<file path="config.mk">
export PLATFORM = sky130hd
export DESIGN_NAME = reg_wb_arbiter
export DESIGN_NICKNAME = d
export VERILOG_FILES = /design/src/rtl/cpu_pkg.sv /design/src/rtl/wb_fifo.sv /design/src/rtl/reg_wb_arbiter.sv
export SDC_FILE = /design/constraint.sdc
export NUM_CORES = 1
export LEC_CHECK = 0
export BUFFER_PORTS_ARGS = -buffer_cell sky130_fd_sc_hd__buf_4
export CAP_MARGIN = 10
export CORE_MARGIN = 3
export CORE_UTILIZATION = 40
export DETAILED_ROUTE_END_ITERATION = 8
export SYNTH_ARGS = -nofsm -noshare
export SYNTH_HDL_FRONTEND = slang
export SYNTH_HIERARCHICAL = 1
export SYNTH_SLANG_ARGS = --single-unit
</file>
<file path="constraint.sdc">
create_clock -name clk_i -period 2.1 [get_ports clk_i]
set_clock_uncertainty 0.05 [all_clocks]
set_input_delay 0.21 -clock clk_i [delete_from_list [all_inputs] [get_ports clk_i]]
set_output_delay 0.21 -clock clk_i [all_outputs]
set_load 0.02 [all_outputs]
</file>
<file path="src/rtl/cpu_pkg.sv">
// Types shared by the write-back path: register address, data word and
// the address/data pair that travels through the long-latency queue.
package cpu_pkg;

  typedef logic [3:0]  reg_addr_t;
  typedef logic [15:0] word_t;

  typedef struct packed {
    reg_addr_t addr;
    word_t     data;
  } wb_req_t;

  function automatic logic [15:0] addr_onehot(input reg_addr_t a);
    return 16'h0001 << a;
  endfunction

endpackage

</file>
<file path="src/rtl/wb_fifo.sv">
// Small circular queue of pending long-latency write-backs. A pushed entry
// becomes visible at the head only on the following cycle.
module wb_fifo
  import cpu_pkg::*;
#(
  parameter int FIFO_DEPTH = 2,
  localparam int PW = $clog2(FIFO_DEPTH),
  localparam int CW = PW + 1
) (
  input  logic          clk_i,
  input  logic          reset_i,
  input  logic          push_i,
  input  wb_req_t       wdata_i,
  input  logic          pop_i,
  output wb_req_t       rdata_o,
  output logic          full_o,
  output logic          empty_o,
  output logic [CW-1:0] count_o
);

  logic [PW-1:0] wptr_q, wptr_d;
  logic [PW-1:0] rptr_q, rptr_d;
  logic [CW-1:0] count_q, count_d;
  logic          push_ok, pop_ok;
  wb_req_t       mem_q [FIFO_DEPTH];

  assign full_o  = (count_q == CW'(FIFO_DEPTH));
  assign empty_o = (count_q == '0);
  assign count_o = count_q;
  assign rdata_o = mem_q[rptr_q];

  // Full blocks a push even when a pop frees a slot on the same edge.
  assign push_ok = push_i && !full_o;
  assign pop_ok  = pop_i && !empty_o;

  always_comb begin
    wptr_d  = wptr_q;
    rptr_d  = rptr_q;
    count_d = count_q + CW'(push_ok) - CW'(pop_ok);
    if (push_ok) wptr_d = wptr_q + PW'(1);
    if (pop_ok)  rptr_d = rptr_q + PW'(1);
  end

  always_ff @(posedge clk_i or posedge reset_i) begin
    if (reset_i) begin
      wptr_q  <= '0;
      rptr_q  <= '0;
      count_q <= '0;
    end else begin
      wptr_q  <= wptr_d;
      rptr_q  <= rptr_d;
      count_q <= count_d;
    end
  end

  always_ff @(posedge clk_i) begin
    if (push_ok) mem_q[wptr_q] <= wdata_i;
  end

endmodule

</file>
<file path="src/rtl/reg_wb_arbiter.sv">
// Merges single-cycle ALU results and queued long-latency results into one
// registered register-file write per cycle, with bounded queue starvation.
module reg_wb_arbiter
  import cpu_pkg::*;
#(
  parameter int FIFO_DEPTH   = 2,
  parameter int STARVE_LIMIT = 4,
  localparam int CW = $clog2(FIFO_DEPTH) + 1
) (
  input  logic          clk_i,
  input  logic          reset_i,
  input  logic          alu_v_i,
  input  logic [3:0]    alu_addr_i,
  input  logic [15:0]   alu_data_i,
  output logic          alu_ready_o,
  input  logic          ext_v_i,
  input  logic [3:0]    ext_addr_i,
  input  logic [15:0]   ext_data_i,
  output logic          ext_ready_o,
  input  logic          ext_issue_v_i,
  input  logic [3:0]    ext_issue_addr_i,
  output logic          wr_en_o,
  output logic [3:0]    wr_addr_o,
  output logic [15:0]   wr_data_o,
  output logic [15:0]   pending_o,
  output logic [CW-1:0] fifo_count_o
);

  logic          ready_q;
  logic [3:0]    starve_cnt_q, starve_cnt_d;
  logic [15:0]   pending_q, pending_d;
  logic          wr_en_q, wr_en_d;
  reg_addr_t     wr_addr_q, wr_addr_d;
  word_t         wr_data_q, wr_data_d;

  logic          fifo_full, fifo_empty, fifo_pop, fifo_push;
  logic          alu_grant, starve_hit;
  wb_req_t       fifo_head;
  logic [CW-1:0] fifo_count;

  wb_fifo #(.FIFO_DEPTH(FIFO_DEPTH)) u_fifo (
    .clk_i   (clk_i),
    .reset_i (reset_i),
    .push_i  (fifo_push),
    .wdata_i ('{addr: ext_addr_i, data: ext_data_i}),
    .pop_i   (fifo_pop),
    .rdata_o (fifo_head),
    .full_o  (fifo_full),
    .empty_o (fifo_empty),
    .count_o (fifo_count)
  );

  // Ready outputs come only from flops so upstream never sees a comb loop.
  assign starve_hit  = (starve_cnt_q == 4'(STARVE_LIMIT)) && !fifo_empty;
  assign alu_ready_o = ready_q && !starve_hit;
  assign ext_ready_o = ready_q && !fifo_full;
  assign fifo_push   = ext_v_i && ext_ready_o;

  always_comb begin
    alu_grant = 1'b0;
    fifo_pop  = 1'b0;
    if (starve_hit)                fifo_pop  = 1'b1;
    else if (alu_v_i && ready_q)   alu_grant = 1'b1;
    else if (!fifo_empty)          fifo_pop  = 1'b1;
  end

  always_comb begin
    starve_cnt_d = starve_cnt_q;
    if (fifo_empty || fifo_pop)              starve_cnt_d = '0;
    else if (starve_cnt_q != 4'(STARVE_LIMIT)) starve_cnt_d = starve_cnt_q + 4'd1;
  end

  always_comb begin
    wr_en_d   = alu_grant || fifo_pop;
    wr_addr_d = wr_addr_q;
    wr_data_d = wr_data_q;
    if (alu_grant) begin
      wr_addr_d = alu_addr_i;
      wr_data_d = alu_data_i;
    end else if (fifo_pop) begin
      wr_addr_d = fifo_head.addr;
      wr_data_d = fifo_head.data;
    end
  end

  // A new issue to the register being retired keeps it pending.
  always_comb begin
    pending_d = pending_q;
    if (fifo_pop)      pending_d = pending_d & ~addr_onehot(fifo_head.addr);
    if (ext_issue_v_i) pending_d = pending_d | addr_onehot(ext_issue_addr_i);
  end

  always_ff @(posedge clk_i or posedge reset_i) begin
    if (reset_i) begin
      ready_q      <= 1'b0;
      starve_cnt_q <= '0;
      pending_q    <= '0;
      wr_en_q      <= 1'b0;
      wr_addr_q    <= '0;
      wr_data_q    <= '0;
    end else begin
      ready_q      <= 1'b1;
      starve_cnt_q <= starve_cnt_d;
      pending_q    <= pending_d;
      wr_en_q      <= wr_en_d;
      wr_addr_q    <= wr_addr_d;
      wr_data_q    <= wr_data_d;
    end
  end

  assign wr_en_o      = wr_en_q;
  assign wr_addr_o    = wr_addr_q;
  assign wr_data_o    = wr_data_q;
  assign pending_o    = pending_q;
  assign fifo_count_o = fifo_count;

endmodule

</file>
; Word level (Yosys, flattened, before mapping)
; Memory sizes are Yosys's and may differ from the RTL's.
; Index checks and enable logic that the tools add are counted.
[totals]
regBits = 46
ram_bits = 40
inputBits = 49
out_inout_bits = 41
word_cells = 53
n_memories = 1
[op_classes]
n_addsub = 5
eq_ne = 3
shift = 2
mux = 15
bitwise_logic = 3
reduce_logical = 15
[memory_table]
columns = name, words, word_bits, rd, rd_ports_with_merged_regs, write_ports, line_no
row1 = u_fifo.mem_q, 2, 20, 1, 0, 1, wb_fifo.sv:25  ; wb_req_t mem_q [FIFO_DEPTH];
[ops]
columns = operator, count
row1 = 16-bit two-way mux, 4
row2 = "1-bit by 4-bit left shift with 16-bit output, first input constant", 2
row3 = 16-bit AND, 1
row4 = 4-bit two-way mux, 4
row5 = 16-bit inverter, 1
row6 = 16-bit OR, 1
row7 = 1-bit logical AND, 7
row8 = 1-bit two-way mux, 7
row9 = "4-bit by 1-bit adder with 4-bit output, second input constant", 1
row10 = "4-bit by 3-bit == test with 1-bit output, second input constant", 1
row11 = "4-bit by 3-bit inequality test with 1-bit output, second input constant", 1
row12 = 2-bit nonzero test, 2
row13 = 1-bit logical NOT, 3
row14 = "1-bit adder, second input constant", 2
row15 = 2-bit by 1-bit adder with 2-bit output, 1
row16 = "2-bit == test, second input constant", 1
row17 = 2-bit logical NOT, 1
row18 = 1-bit logical OR, 2
row19 = 2-bit by 1-bit subtractor with 2-bit output, 1

; Longest topological paths before layout
[depth]
depth_word = 7
depth_mapped = 11
mapped_depth_nobuf = 10

; By module
; Netlist, hierarchy kept.
[by_module_without_submodules]
columns = mod, n_inst, cells_each, area_each_um2, seq_area_each_um2
row1 = reg_wb_arbiter, 1, 191, 2154.6, 1051.0
row2 = wb_fifo, 1, 81, 1652.8, 1301.2

; Least setup slack after synthesis
; OpenSTA, ideal clock, no wires.
[synth_path]
kind = flip-flop to flip-flop
start = register u_fifo.count_q[0], in the netlist u_fifo/count_o[0]
end = memory u_fifo/mem_q[0][0] in the netlist's numbering (enable)
setup_ns = 0.397
arrival_time_ns = 2.167
required_time_ns = 1.653
slack_ns = -0.514
stages_incl_launch_ff = 7
path_buffers = 0
period_less_slack_ns = 2.614
cell_sequence = dfrtp_1 nand2b_1 inv_1 nor2b_1 and2_1 nand2_1 nor2_1
[synth_via]
elab_chain_len = 7
[synth_lines]
columns = item, line_no
row1 = start: declaration, wb_fifo.sv:23  ; logic [CW-1:0] count_q, count_d;
row2 = start signal: assignment, wb_fifo.sv:52  ; count_q <= count_d;
row3 = 2-bit == test, wb_fifo.sv:27  ; assign full_o = (count_q == CW'(FIFO_DEPTH));
row4 = via fifo_full, reg_wb_arbiter.sv:36  ; logic fifo_full, fifo_empty, fifo_pop, fifo_push;
row5 = 1-bit logical NOT, reg_wb_arbiter.sv:56  ; assign ext_ready_o = ready_q && !fifo_full;
row6 = 1-bit logical AND, reg_wb_arbiter.sv:56
row7 = via ext_ready_o, reg_wb_arbiter.sv:19  ; output logic ext_ready_o,
row8 = 1-bit logical AND, reg_wb_arbiter.sv:57  ; assign fifo_push = ext_v_i && ext_ready_o;
row9 = via fifo_push, reg_wb_arbiter.sv:36
row10 = 1-bit logical AND, wb_fifo.sv:33  ; assign push_ok = push_i && !full_o;
row11 = 1-bit two-way mux, wb_fifo.sv:57  ; if (push_ok) mem_q[wptr_q] <= wdata_i;
row12 = 1-bit two-way mux (implied by the code), wb_fifo.sv:57
row13 = end: declaration, wb_fifo.sv:25
; The timed path passes the listed nets, and every way through them passes these cells.

; Worst setup path after layout
[layout_path]
start = register u_fifo.count_q[1], in the netlist u_fifo/count_o[1]
end = output port alu_ready_o
[layout_via]
elab_chain_len = 5
[layout_lines]
columns = item, line_no
row1 = 2-bit logical NOT, wb_fifo.sv:28  ; assign empty_o = (count_q == '0);
row2 = via fifo_empty, reg_wb_arbiter.sv:36
row3 = 1-bit logical NOT, reg_wb_arbiter.sv:54  ; assign starve_hit = (starve_cnt_q == 4'(STARVE_LIMIT)) && !fifo_empty;
row4 = 1-bit logical AND, reg_wb_arbiter.sv:54
row5 = 1-bit logical NOT, reg_wb_arbiter.sv:55  ; assign alu_ready_o = ready_q && !starve_hit;
row6 = 1-bit logical AND, reg_wb_arbiter.sv:55
row7 = end: declaration, reg_wb_arbiter.sv:15  ; output logic alu_ready_o,
; The timed path passes the listed nets, and every way through them passes these cells.

==> results_dict.tcl <==
set metrics [dict create \
    outcome "complete, no violations" \
    max-cap-violations 0 \
    grt_pass1_vias 2675 \
    synth_common_cells "sky130_fd_sc_hd__dfrtp_1, sky130_fd_sc_hd__mux2_2, sky130_fd_sc_hd__edfxtp_1, sky130_fd_sc_hd__inv_1, sky130_fd_sc_hd__a21oi_1" \
    initial_core_util 0.424 \
    grt-ovfl-total 0 \
    vdd_drop_max_uv 616 \
    syn_nets 325 \
    track_usage 0.151 \
    number_of_drc_markers_in_iteration_0 120 \
    num-fill-cells 774 \
    slew-limit-headroom 0.576 \
    core-area_um2 8980 \
    timing.final.max_slew_violations 0 \
    area.growth.synth_to_final_pct 34.2 \
    antenna_found_initial 0 \
    synth_cells 272 \
    design.final.nets 445 \
    route.detailed.vias_per_inst 4.93 \
    clkSinkCount 86 \
    clock_share_of_power 0.172 \
    switching_part_of_the_total_power 0.348 \
    antenna_left 0 \
    route.detailed.drc 0 \
    timing.final.crit_period_ns 1.95 \
    setup_total_negative_slack_ns 0 \
    flops_latches_synth 86 \
    cellLeakagePower_nw 2.15 \
    die_h_um 104 \
    top_level_ports 90 \
    num_rows 34 \
    finalWeightedCongestion 0.764 \
    yosysTopAreaCellShare 0.315 \
    cp_max_fo 19 \
    internal_portion_of_total_power_mw 4.14 \
    timing_worst_slew_pin_value_ns 0.635 \
    share_comb_of_total_power 0.435 \
    post-dp-hpwl_um 5670 \
    timing_hold_violations_final 0 \
    clk_tree_root_cell "sky130_fd_sc_hd__clkbuf_8" \
    synth.area.top_cells "sky130_fd_sc_hd__edfxtp_1, sky130_fd_sc_hd__dfrtp_1, sky130_fd_sc_hd__mux2_2" \
    final_layout_size_suffix_gt1_frac 0.438 \
    post_synth_instance_area_um2 3810 \
    synth_warnings 6 \
    power_density_nw_per_um2 1240 \
    cts.htree.levels 3 \
    worstPathArrival_ns 1.69 \
    wire_length_of_the_first_global_routing_pass_um 13200 \
    detailroute.via_count 2578 \
    routed_wire_length_per_instance_um 15.3 \
    routed_wl_um 7990 \
    post_synth.cell_area_avg_um2 14.0 \
    synth_sequential_area_ratio 0.618 \
    port_buffers 89 \
    synth_edf_count 40 \
    report.final.setup_viol 0 \
    total_switching_power_mw 2.21 \
    synth_ff_type "sky130_fd_sc_hd__dfrtp_1" \
    finalWorstSetupSlack_ns 0.152 \
    power.sequential.fraction 0.393 \
    setup.worst_path.start_class "flip-flop" \
    grt_start_max_net_pins 29 \
    period_share 0.927 \
    clk-insertion-delay-late_ns 0.34 \
    unrepaired_setup_endpoints_after_global_routing "no" \
    netlist.top_cell.by_area "sky130_fd_sc_hd__edfxtp_1" \
    cts_max_path_buffers 2 \
    setup.worst_path.class "reg -> out" \
    holdCritPathClass "in -> reg" \
    detailedPlace.worstSlack_ns 0.0706 \
    dominant_cell_by_count_in_the_synthesized_netlist "sky130_fd_sc_hd__dfrtp_1" \
    firstDrtPassIters 4 \
    floorplan_die_area_um2 10700 \
    library_cells_used_by_synthesis 40 \
    path_clk_slew_ns 0.08 \
    postSynth.asyncResetShare 0.535 \
    cts_inserted_buffers 9 \
    worstPathRequired_ns 1.84 \
    critPathCaptureType "output port" \
    die_w_um 104 \
    tritoncts "built" \
    clock.fmax_ghz 0.513 \
    antenna_cells 0 \
]
-- routing by layer --
metal / routed length, um / GRT usage / share of wire
met5: 0 / 0 / 0
met4: 99 / 0.0608 / 0.012
met3: 505 / 0.0354 / 0.063
met2: 3860 / 0.248 / 0.48
met1: 3530 / 0.194 / 0.44
-- sequential cells by signal, summed over array words and instances, names as in the netlist --
name            count
u_fifo/wptr_q       1
wr_addr_o           4
pending_o          16
wr_en_o             1
wr_data_o          16
starve_cnt_q        4
ready_q             1
u_fifo/count_o      2
u_fifo/mem_q       40
u_fifo/rptr_q       1
-- cells in the final DEF (no fill, tap or decap), types with 2 or more instances in the layout --
cell type,instances
sky130_fd_sc_hd__and3b_1,3
sky130_fd_sc_hd__a21oi_1,14
sky130_fd_sc_hd__inv_1,19
sky130_fd_sc_hd__xnor2_1,3
sky130_fd_sc_hd__nor3b_1,2
sky130_fd_sc_hd__and3_1,2
sky130_fd_sc_hd__xor2_1,2
sky130_fd_sc_hd__a211oi_1,4
sky130_fd_sc_hd__buf_4,99
sky130_fd_sc_hd__nor2_4,2
sky130_fd_sc_hd__a311oi_1,2
sky130_fd_sc_hd__dlygate4sd3_1,21
sky130_fd_sc_hd__nand2b_1,4
sky130_fd_sc_hd__ha_1,2
sky130_fd_sc_hd__clkbuf_1,2
sky130_fd_sc_hd__ha_2,2
sky130_fd_sc_hd__and2_1,2
sky130_fd_sc_hd__a31oi_1,2
sky130_fd_sc_hd__a2111oi_0,2
sky130_fd_sc_hd__buf_12,2
sky130_fd_sc_hd__mux2i_1,5
sky130_fd_sc_hd__o211ai_1,2
sky130_fd_sc_hd__nor2b_1,2
sky130_fd_sc_hd__o21ai_0,8
sky130_fd_sc_hd__dfrtp_2,2
sky130_fd_sc_hd__edfxtp_1,40
sky130_fd_sc_hd__clkbuf_8,10
sky130_fd_sc_hd__clkinv_2,2
sky130_fd_sc_hd__a32oi_1,2
sky130_fd_sc_hd__a221oi_1,5
sky130_fd_sc_hd__nand2_1,7
sky130_fd_sc_hd__mux2_1,6
sky130_fd_sc_hd__a22oi_1,4
sky130_fd_sc_hd__a2111oi_2,2
sky130_fd_sc_hd__dfrtp_1,44
sky130_fd_sc_hd__nor3_1,8
sky130_fd_sc_hd__mux2_2,44
-- final cells by class --
class,instances,area (um2),area share
Clock inverter,3,17.5,0.00343
Clock buffer,13,170,0.0333
Sequential cell,86,2350,0.461
Inverter,20,75.1,0.0147
Multi-Input combinational cell,153,1340,0.262
Timing Repair Buffer,122,993,0.194
Tap cell,126,158,0.0309
-- through the flow --
stage | power, mW | instance area (um2) | std cells | util | hold slack [ns]
global placement | 5.20 | 4690 | 485 | 0.522 | 0.0785
floorplan | 4.26 | 3840 | 272 | - | -0.0741
global route | 6.73 | 5110 | 523 | 0.569 | 0.0127
finish | 6.35 | 5110 | 523 | 0.569 | 0.0229
CTS | 6.38 | 5080 | 522 | 0.566 | 0.00233
detailed placement | 5.24 | 4690 | 485 | 0.522 | 0.0872
-- timing repair --
action                                 in CTS  in global routing
endpoints found under the hold margin      58                  0
resized for setup                           0                  4
setup endpoints to repair                   0                  1
buffers inserted                            0                  1
hold buffers                               21                  0
-- power groups by stage --
stage	combinational [mW]	sequential [mW]	clock (mW)
floorplan	1.34	2.92	0
global placement	2.68	2.52	0
detailed placement	2.71	2.53	0
CTS	2.74	2.50	1.13
global route	2.99	2.55	1.19
finish	2.76	2.49	1.09
-- worst max-delay path, stage by stage (launching register included) --
cell and delay [ns]:
sky130_fd_sc_hd__dfrtp_2 0.45, sky130_fd_sc_hd__nor2_4 0.20, sky130_fd_sc_hd__buf_4 0.30, sky130_fd_sc_hd__inv_1 0.06, sky130_fd_sc_hd__a21boi_0 0.16, sky130_fd_sc_hd__buf_4 0.17
-- cells by family (layout without fill, tap and decap cells) --
| logic type | after synthesis | count (layout) | share of synthesized area |
|---|---|---|---|
| flops | 86 | 86 | 0.618 |
| xor+xnor | 6 | 6 | 0.0138 |
| fa+ha+maj | 4 | 4 | 0.0131 |
| buf+inv | 33 | 158 | 0.0414 |
| compound gates | 50 | 50 | 0.0937 |
| simple gates | 37 | 37 | 0.0582 |
| other cells | 1 | 1 | 0.000985 |
| mux | 55 | 55 | 0.161 |
-- final timing paths --
path	start	endpoint	slack, ns	cells after the start
max	u_fifo/count_o[1]$_DFF_PP0_	alu_ready_o	0.15	5
min	alu_data_i[6]	wr_data_o[6]$_DFFE_PP0P_	0.02	2
max reg2reg	starve_cnt_q[0]$_DFFE_PP0P_	u_fifo/count_o[1]$_DFF_PP0_	0.15	10
min reg2reg	starve_cnt_q[0]$_DFFE_PP0P_	starve_cnt_q[0]$_DFFE_PP0P_	0.45	1
max in group asynchronous	reset_i	wr_addr_o[2]$_DFFE_PP0P_	0.95	4
min in group asynchronous	reset_i	u_fifo/count_o[0]$_DFF_PP0_	0.29	3
(Power assumes the default switching activity.)
